## config.mk

```make
export PLATFORM = sky130hd
export DESIGN_NAME = example_hmc_prbs_engine
export DESIGN_NICKNAME = d
export VERILOG_FILES = /design/src/rtl/example_hmc_prbs_pkg.sv /design/src/rtl/example_hmc_prbs_step.sv /design/src/rtl/example_hmc_prbs_engine.sv
export SDC_FILE = /design/constraint.sdc
export NUM_CORES = 1
export LEC_CHECK = 0
export CAP_MARGIN = 25
export CORE_MARGIN = 2
export CORE_UTILIZATION = 55
export CTS_CLUSTER_DIAMETER = 200
export CTS_CLUSTER_SIZE = 40
export DETAILED_ROUTE_END_ITERATION = 7
export DONT_BUFFER_PORTS = 1
export PLACE_DENSITY_LB_ADDON = 0.3
export REMOVE_ABC_BUFFERS = 1
export SYNTH_ARGS = -nofsm -noshare
export SYNTH_HDL_FRONTEND = slang
export SYNTH_SLANG_ARGS = --single-unit
export TNS_END_PERCENT = 10
```

## constraint.sdc

```tcl
create_clock -name clk_i -period 6.8 [get_ports clk_i]
set_input_delay 0.68 -clock clk_i [delete_from_list [all_inputs] [get_ports clk_i]]
set_output_delay 0.68 -clock clk_i [all_outputs]
set_load 0.02 [all_outputs]
```

## src/rtl/example_hmc_prbs_pkg.sv

```systemverilog
// Shared types and helpers for the HMC PRBS generator/checker.
package example_hmc_prbs_pkg;

    // Checker lock state machine
    typedef enum logic [1:0] {
        SEARCH = 2'd0,
        VERIFY = 2'd1,
        LOCKED = 2'd2
    } chk_state_e;

    // Widest word the popcount helper handles; callers zero-extend.
    localparam int POP_W = 256;

    // Number of set bits in v
    function automatic logic [31:0] popcount(input logic [POP_W-1:0] v);
        logic [31:0] n;
        n = '0;
        for (int i = 0; i < POP_W; i++) begin
            n = n + 32'(v[i]);
        end
        return n;
    endfunction

    // a + b clamped at max (operands assumed <= max)
    function automatic logic [63:0] sat_add(input logic [63:0] a,
                                            input logic [63:0] b,
                                            input logic [63:0] max);
        logic [64:0] s;
        s = {1'b0, a} + {1'b0, b};
        return (s > {1'b0, max}) ? max : s[63:0];
    endfunction

endpackage

```

## src/rtl/example_hmc_prbs_step.sv

```systemverilog
// One PRBS word step: from LFSR state, the DATA_WIDTH output bits and the
// state after those bits. Pure combinational.
module example_hmc_prbs_step #(
    parameter int                   DATA_WIDTH = 48,
    parameter int                   PRBS_SIZE  = 15,
    parameter logic [PRBS_SIZE-1:0] PRBS_POLY  = 15'b100000000000011
) (
    input  logic [PRBS_SIZE-1:0]  state_i,
    output logic [DATA_WIDTH-1:0] word_o,
    output logic [PRBS_SIZE-1:0]  next_o
);

    logic [PRBS_SIZE-1:0] s;

    // Unroll DATA_WIDTH serial LFSR shifts; bit i of the word is s[0] at step i
    always_comb begin
        s      = state_i;
        word_o = '0;
        for (int i = 0; i < DATA_WIDTH; i++) begin
            word_o[i] = s[0];
            s = {^(PRBS_POLY & {1'b0, s[PRBS_SIZE-2:0]}), s[PRBS_SIZE-1:1]};
        end
        next_o = s;
    end

endmodule

```

## src/rtl/example_hmc_prbs_engine.sv

```systemverilog
// Registered PRBS generator (valid/ready, seed load, error injection) and
// self-seeding checker with lock FSM and saturating error counters.
module example_hmc_prbs_engine
    import example_hmc_prbs_pkg::*;
#(
    parameter int                   DATA_WIDTH = 48,
    parameter int                   PRBS_SIZE  = 15,
    parameter logic [PRBS_SIZE-1:0] PRBS_POLY  = 15'b100000000000011,
    parameter logic [PRBS_SIZE-1:0] PRBS_SEED  = {PRBS_SIZE{1'b1}},
    parameter int                   LOCK_GOOD  = 4,
    parameter int                   BAD_LIMIT  = 3,
    parameter int                   CNT_W      = 32
) (
    input  logic                  clk_i,
    input  logic                  rst_n_i,
    input  logic                  gen_en_i,
    input  logic                  gen_load_i,
    input  logic [PRBS_SIZE-1:0]  gen_seed_i,
    input  logic                  gen_inj_err_i,
    output logic [DATA_WIDTH-1:0] gen_data_o,
    output logic                  gen_valid_o,
    input  logic                  gen_ready_i,
    input  logic [DATA_WIDTH-1:0] chk_data_i,
    input  logic                  chk_valid_i,
    input  logic                  chk_clear_i,
    output logic                  chk_locked_o,
    output logic [CNT_W-1:0]      chk_bit_errs_o,
    output logic [CNT_W-1:0]      chk_word_errs_o
);

    localparam int          GOOD_W  = $clog2(LOCK_GOOD + 1);
    localparam int          BAD_W   = $clog2(BAD_LIMIT + 1);
    localparam logic [63:0] CNT_MAX = (64'd1 << CNT_W) - 64'd1;

    // ---------------- generator ----------------
    logic [PRBS_SIZE-1:0]  gen_state_q, gen_state_d;
    logic [DATA_WIDTH-1:0] gen_data_q,  gen_data_d;
    logic                  gen_valid_q, gen_valid_d;
    logic                  inj_pend_q,  inj_pend_d;
    logic [DATA_WIDTH-1:0] gen_word;
    logic [PRBS_SIZE-1:0]  gen_next;

    example_hmc_prbs_step #(
        .DATA_WIDTH(DATA_WIDTH), .PRBS_SIZE(PRBS_SIZE), .PRBS_POLY(PRBS_POLY)
    ) u_gen_step (
        .state_i(gen_state_q), .word_o(gen_word), .next_o(gen_next)
    );

    // Generator next state: load beats produce beats drain. An injection
    // request arriving on the producing edge lands in that word.
    always_comb begin
        gen_state_d = gen_state_q;
        gen_data_d  = gen_data_q;
        gen_valid_d = gen_valid_q;
        inj_pend_d  = inj_pend_q | gen_inj_err_i;
        if (gen_load_i) begin
            gen_state_d = (gen_seed_i == '0) ? PRBS_SEED : gen_seed_i;
            gen_valid_d = 1'b0;
            inj_pend_d  = 1'b0;
        end else if (gen_en_i && (!gen_valid_q || gen_ready_i)) begin
            gen_data_d  = gen_word ^ {{(DATA_WIDTH-1){1'b0}}, inj_pend_q | gen_inj_err_i};
            gen_state_d = gen_next;
            gen_valid_d = 1'b1;
            inj_pend_d  = 1'b0;
        end else if (!gen_en_i && gen_ready_i) begin
            gen_valid_d = 1'b0;
        end
    end

    assign gen_data_o  = gen_data_q;
    assign gen_valid_o = gen_valid_q;

    // ---------------- checker ----------------
    chk_state_e            st_q, st_d;
    logic [PRBS_SIZE-1:0]  exp_q, exp_d;
    logic [GOOD_W-1:0]     good_q, good_d;
    logic [BAD_W-1:0]      bad_q, bad_d;
    logic [CNT_W-1:0]      bit_cnt_q, bit_cnt_d;
    logic [CNT_W-1:0]      word_cnt_q, word_cnt_d;

    logic [DATA_WIDTH-1:0] exp_word;
    logic [PRBS_SIZE-1:0]  exp_next;
    logic [DATA_WIDTH-1:0] reseed_word_unused;
    logic [PRBS_SIZE-1:0]  reseed_next;
    logic [PRBS_SIZE-1:0]  cand;
    logic [DATA_WIDTH-1:0] diff;
    logic                  err_word;

    assign cand = chk_data_i[PRBS_SIZE-1:0];
    assign diff = chk_data_i ^ exp_word;

    example_hmc_prbs_step #(
        .DATA_WIDTH(DATA_WIDTH), .PRBS_SIZE(PRBS_SIZE), .PRBS_POLY(PRBS_POLY)
    ) u_exp_step (
        .state_i(exp_q), .word_o(exp_word), .next_o(exp_next)
    );

    // Received low bits are the LFSR state at word start, so stepping them
    // once predicts the next word's state.
    example_hmc_prbs_step #(
        .DATA_WIDTH(DATA_WIDTH), .PRBS_SIZE(PRBS_SIZE), .PRBS_POLY(PRBS_POLY)
    ) u_reseed_step (
        .state_i(cand), .word_o(reseed_word_unused), .next_o(reseed_next)
    );

    // Lock FSM: self-seed in SEARCH, confirm in VERIFY, track errors in LOCKED
    always_comb begin
        st_d     = st_q;
        exp_d    = exp_q;
        good_d   = good_q;
        bad_d    = bad_q;
        err_word = 1'b0;
        if (chk_valid_i) begin
            unique case (st_q)
                SEARCH: begin
                    if (cand != '0) begin
                        exp_d  = reseed_next;
                        good_d = '0;
                        st_d   = VERIFY;
                    end
                end
                VERIFY: begin
                    if (diff == '0) begin
                        exp_d = exp_next;
                        if (good_q == GOOD_W'(LOCK_GOOD - 1)) begin
                            good_d = '0;
                            st_d   = LOCKED;
                        end else begin
                            good_d = good_q + GOOD_W'(1);
                        end
                    end else begin
                        good_d = '0;
                        if (cand != '0) begin
                            exp_d = reseed_next;
                            st_d  = VERIFY;
                        end else begin
                            st_d  = SEARCH;
                        end
                    end
                end
                LOCKED: begin
                    exp_d = exp_next;
                    if (diff != '0) begin
                        err_word = 1'b1;
                        if (bad_q == BAD_W'(BAD_LIMIT - 1)) begin
                            bad_d = '0;
                            st_d  = SEARCH;
                        end else begin
                            bad_d = bad_q + BAD_W'(1);
                        end
                    end else begin
                        bad_d = '0;
                    end
                end
                default: st_d = SEARCH;
            endcase
        end
    end

    // Saturating error counters; clear wins over a same-cycle increment
    always_comb begin
        bit_cnt_d  = bit_cnt_q;
        word_cnt_d = word_cnt_q;
        if (chk_clear_i) begin
            bit_cnt_d  = '0;
            word_cnt_d = '0;
        end else if (err_word) begin
            bit_cnt_d  = CNT_W'(sat_add(64'(bit_cnt_q), 64'(popcount(POP_W'(diff))), CNT_MAX));
            word_cnt_d = CNT_W'(sat_add(64'(word_cnt_q), 64'd1, CNT_MAX));
        end
    end

    assign chk_locked_o    = (st_q == LOCKED);
    assign chk_bit_errs_o  = bit_cnt_q;
    assign chk_word_errs_o = word_cnt_q;

    // All state registers, synchronous active-low reset
    always_ff @(posedge clk_i) begin
        if (!rst_n_i) begin
            gen_state_q <= PRBS_SEED;
            gen_data_q  <= '0;
            gen_valid_q <= 1'b0;
            inj_pend_q  <= 1'b0;
            st_q        <= SEARCH;
            exp_q       <= '0;
            good_q      <= '0;
            bad_q       <= '0;
            bit_cnt_q   <= '0;
            word_cnt_q  <= '0;
        end else begin
            gen_state_q <= gen_state_d;
            gen_data_q  <= gen_data_d;
            gen_valid_q <= gen_valid_d;
            inj_pend_q  <= inj_pend_d;
            st_q        <= st_d;
            exp_q       <= exp_d;
            good_q      <= good_d;
            bad_q       <= bad_d;
            bit_cnt_q   <= bit_cnt_d;
            word_cnt_q  <= word_cnt_d;
        end
    end

endmodule

```

==> metrics.cfg <==
[run_status]
status=complete, no violations

[placed_design]
place_inst=1519
post_dp_cell_area_sq_um=11300
hpwl_um=22200
gp_congestion=0.951
numPortBuffers=0

[worst_setup_path]
r2r_setup_slack_ns=0.03
worst_setup_path_start_kind=flip-flop
r2r_cells=27
cp.arrival_ns=7.10
path_buf_inv=8
crit_path_start=exp_q[2]
crit_path_end_kind=flip-flop
slowest_delay_ns=0.58
r2r_start=exp_q[2]
critPathMaxFanout=8
crit_type=reg2reg
reg2reg_to=chk_bit_errs_o[21]
cp.depth=27
slowest_stage=fa_1
cp_top_family=adder cells
cp-endpoint=chk_bit_errs_o[21]
required_ns=7.12
cpMostUsedCell=fa_1

[global_routing]
grt_use_total_pct=28.2
grt_start_max_net_pins=70
antenna_found_initial=0
gr-total-overflow=0
grt_pass1_vias=9170
grt_pass1_wl_um=48300

[sta]
final_hold_viol_count=0
min_period_ns=6.77
max_freq_mhz=148
worst_pin_slew_ns=0.990
timing.final.crit_share_pct=99.6
finalSetupViolations=0
fin_worst_skew_ns=0.0213
rsz0062_at_grt=true
slew_violations=0
relSlewSlack_pct=33.4

[synthesis]
synth_area_leaders=dfxtp_1, xnor2_1, fa_1
netlist.area_leader.share_pct=27.7
synth-seq-cells=151
yosysWarnings=0
synth_common_cells=dfxtp_1, xnor2_1, nand2_1
syn_avg_cell_area_sq_um=8.54
ys.flop_type=dfxtp_1
syn-cell-area_sq_um=10900
ys_seq_area_share_pct=27.7
synth_edf_count=0
synth_cells=1280
synth_top_cell_by_area=dfxtp_1
synth.most_common_cell=dfxtp_1
synthArstFlopShare_pct=0
synth_cell_type_count=86

[floorplanning]
start_util_pct=56.2
num_rows=51
die_area_sq_um=21000
die_h_um=145
core_sq_um=19500
ios=185
die_w_um=145

[clock_network]
cts_made_buffers=17
clkSinkCount=151
cts_buffer_depth=2
ctsHtreeMaxLevel=4
cts_tree=built
cts_hold_buf=0
root_buffer=clkbuf_16
worstSkewPairLatency_ns=0.43
clkTransAtPathRegs_ns=0.07

[route]
avgRoutedWirePerCell_um=19.2
ant_nets=0
dr.pass1.iters=5
dr.first_iter.drc_count=780
viasPerCell=6.09
vias=9507
wl_um=29900
drc=0

[final_layout]
layoutNonFillerInstCount=1562
final_area_sq_um=12200
area_growth_pct=11.8
drive_gt1_share_pct=12.9
diodes=0
layout.nets=1431

[hold_path]
hold_path_class=in2reg

[job]
max-cap-violations=0

## stage by stage
stage	setup WS (ns)	hold slack (ns)	setup TNS [ns]	util, %
2_1_floorplan	-0.305	0.410	-3.28	-
3_3_place_gp	-0.252	0.420	-5.69	58.2
3_5_place_dp	-0.369	0.425	-8.76	58.3
4_1_cts	-0.0919	0.303	-0.259	61.6
5_1_grt	-0.214	0.298	-4.71	62.8
6_report	0.0295	0.317	0	62.8
## worst reg2reg max path, cell delays in order (launching register included)
cell and delay, ns:
dfxtp_2 0.34, buf_6 0.14, xnor2_4 0.25, buf_12 0.15, xnor2_4 0.07, fa_1 0.49, inv_1 0.05, fa_1 0.44
fa_1 0.49, inv_1 0.06, fa_1 0.48, inv_1 0.05, fa_1 0.53, fa_1 0.46, fa_1 0.58, fa_2 0.23
inv_2 0.04, fa_2 0.34, nor2b_2 0.13, o21ai_2 0.07, a21o_1 0.17, a311oi_2 0.23, buf_4 0.18, and3_4 0.20
buf_6 0.13, a21o_1 0.10, a21oi_2 0.05, a311oi_1 0.22
## state kept, by name, indices dropped and copies added, names as in the netlist
name and cells:
inj_pend_q 1, exp_q 15, gen_state_q 15, good_q 3
chk_word_errs_o 32, gen_data_o 48, st_q 2, bad_q 2
chk_bit_errs_o 32, gen_valid_o 1
## cells by family (layout without fill, tap and decap cells)
group,after synthesis,in the layout,synth area share [%]
buffers and inverters,172,189,6.72
adder cells (fa/ha/maj),76,76,11.5
AND/OR/NAND/NOR,405,405,18.9
flip-flops,151,151,27.7
XOR/XNOR,198,198,17.2
multiplexers,1,1,0.0916
AO/OA/AOI/OAI,277,277,17.9
## final cells by class
class / instances / area [sq um]
multi-input combinational: 957 / 7360
fill: 1685 / 7250
sequential: 151 / 3030
timing repair buffer: 73 / 598
clock buffer: 19 / 433
tap: 265 / 332
inverter: 84 / 315
clock inverter: 13 / 149
## per-layer routing
metal | track usage [%] | wire length (um) | vias to the layer above
li1 | - | - | 4524
met1 | 36.5 | 12600 | 4530
met2 | 44.4 | 13800 | 385
met3 | 8.33 | 2630 | 68
met4 | 10.6 | 847 | 0
met5 | 0 | 0 | -
## layout by cell type (no fill, tap or decap), types with 8 or more instances in the layout
cell type / synthesis / final
o21ai_0: 34 / 33
a211oi_1: 45 / 45
and2_1: 12 / 12
ha_1: 35 / 35
and3_1: 36 / 35
nand2_1: 108 / 108
buf_4: 6 / 65
xnor2_2: 1 / 8
inv_1: 83 / 81
fa_1: 41 / 39
dfxtp_1: 151 / 146
o22ai_1: 17 / 17
a31oi_1: 12 / 12
nand3_1: 30 / 29
xor2_1: 67 / 64
and4_1: 9 / 9
a311oi_1: 18 / 17
a21oi_1: 64 / 61
clkbuf_16: 0 / 17
nor4_1: 17 / 16
o211ai_1: 17 / 17
nand2b_1: 11 / 10
nor2_1: 86 / 84
nor3_1: 42 / 42
nand4_1: 12 / 12
xnor2_1: 120 / 111
## worst min path at each step
stage	start	endpoint	slack, ns	cells past startpoint
6_report	gen_load_i	inj_pend_q	0.32	1
5_1_grt	gen_load_i	gen_valid_o	0.30	1
4_1_cts	gen_load_i	inj_pend_q	0.30	1
3_5_place_dp	good_q[2]	good_q[2]	0.42	2
3_3_place_gp	good_q[2]	good_q[2]	0.42	2
2_1_floorplan	good_q[2]	good_q[2]	0.41	2
## what timing repair did
item | in CTS | in global routing
buffers inserted | 0 | 11
pin swaps | 3 | 20
resized for setup | 13 | 27
endpoints found under the setup margin | 31 | 32
Power is left out: the tool's default activity adds up to more than one toggle a clock period on the data nets, which glitch-free logic cannot reach.
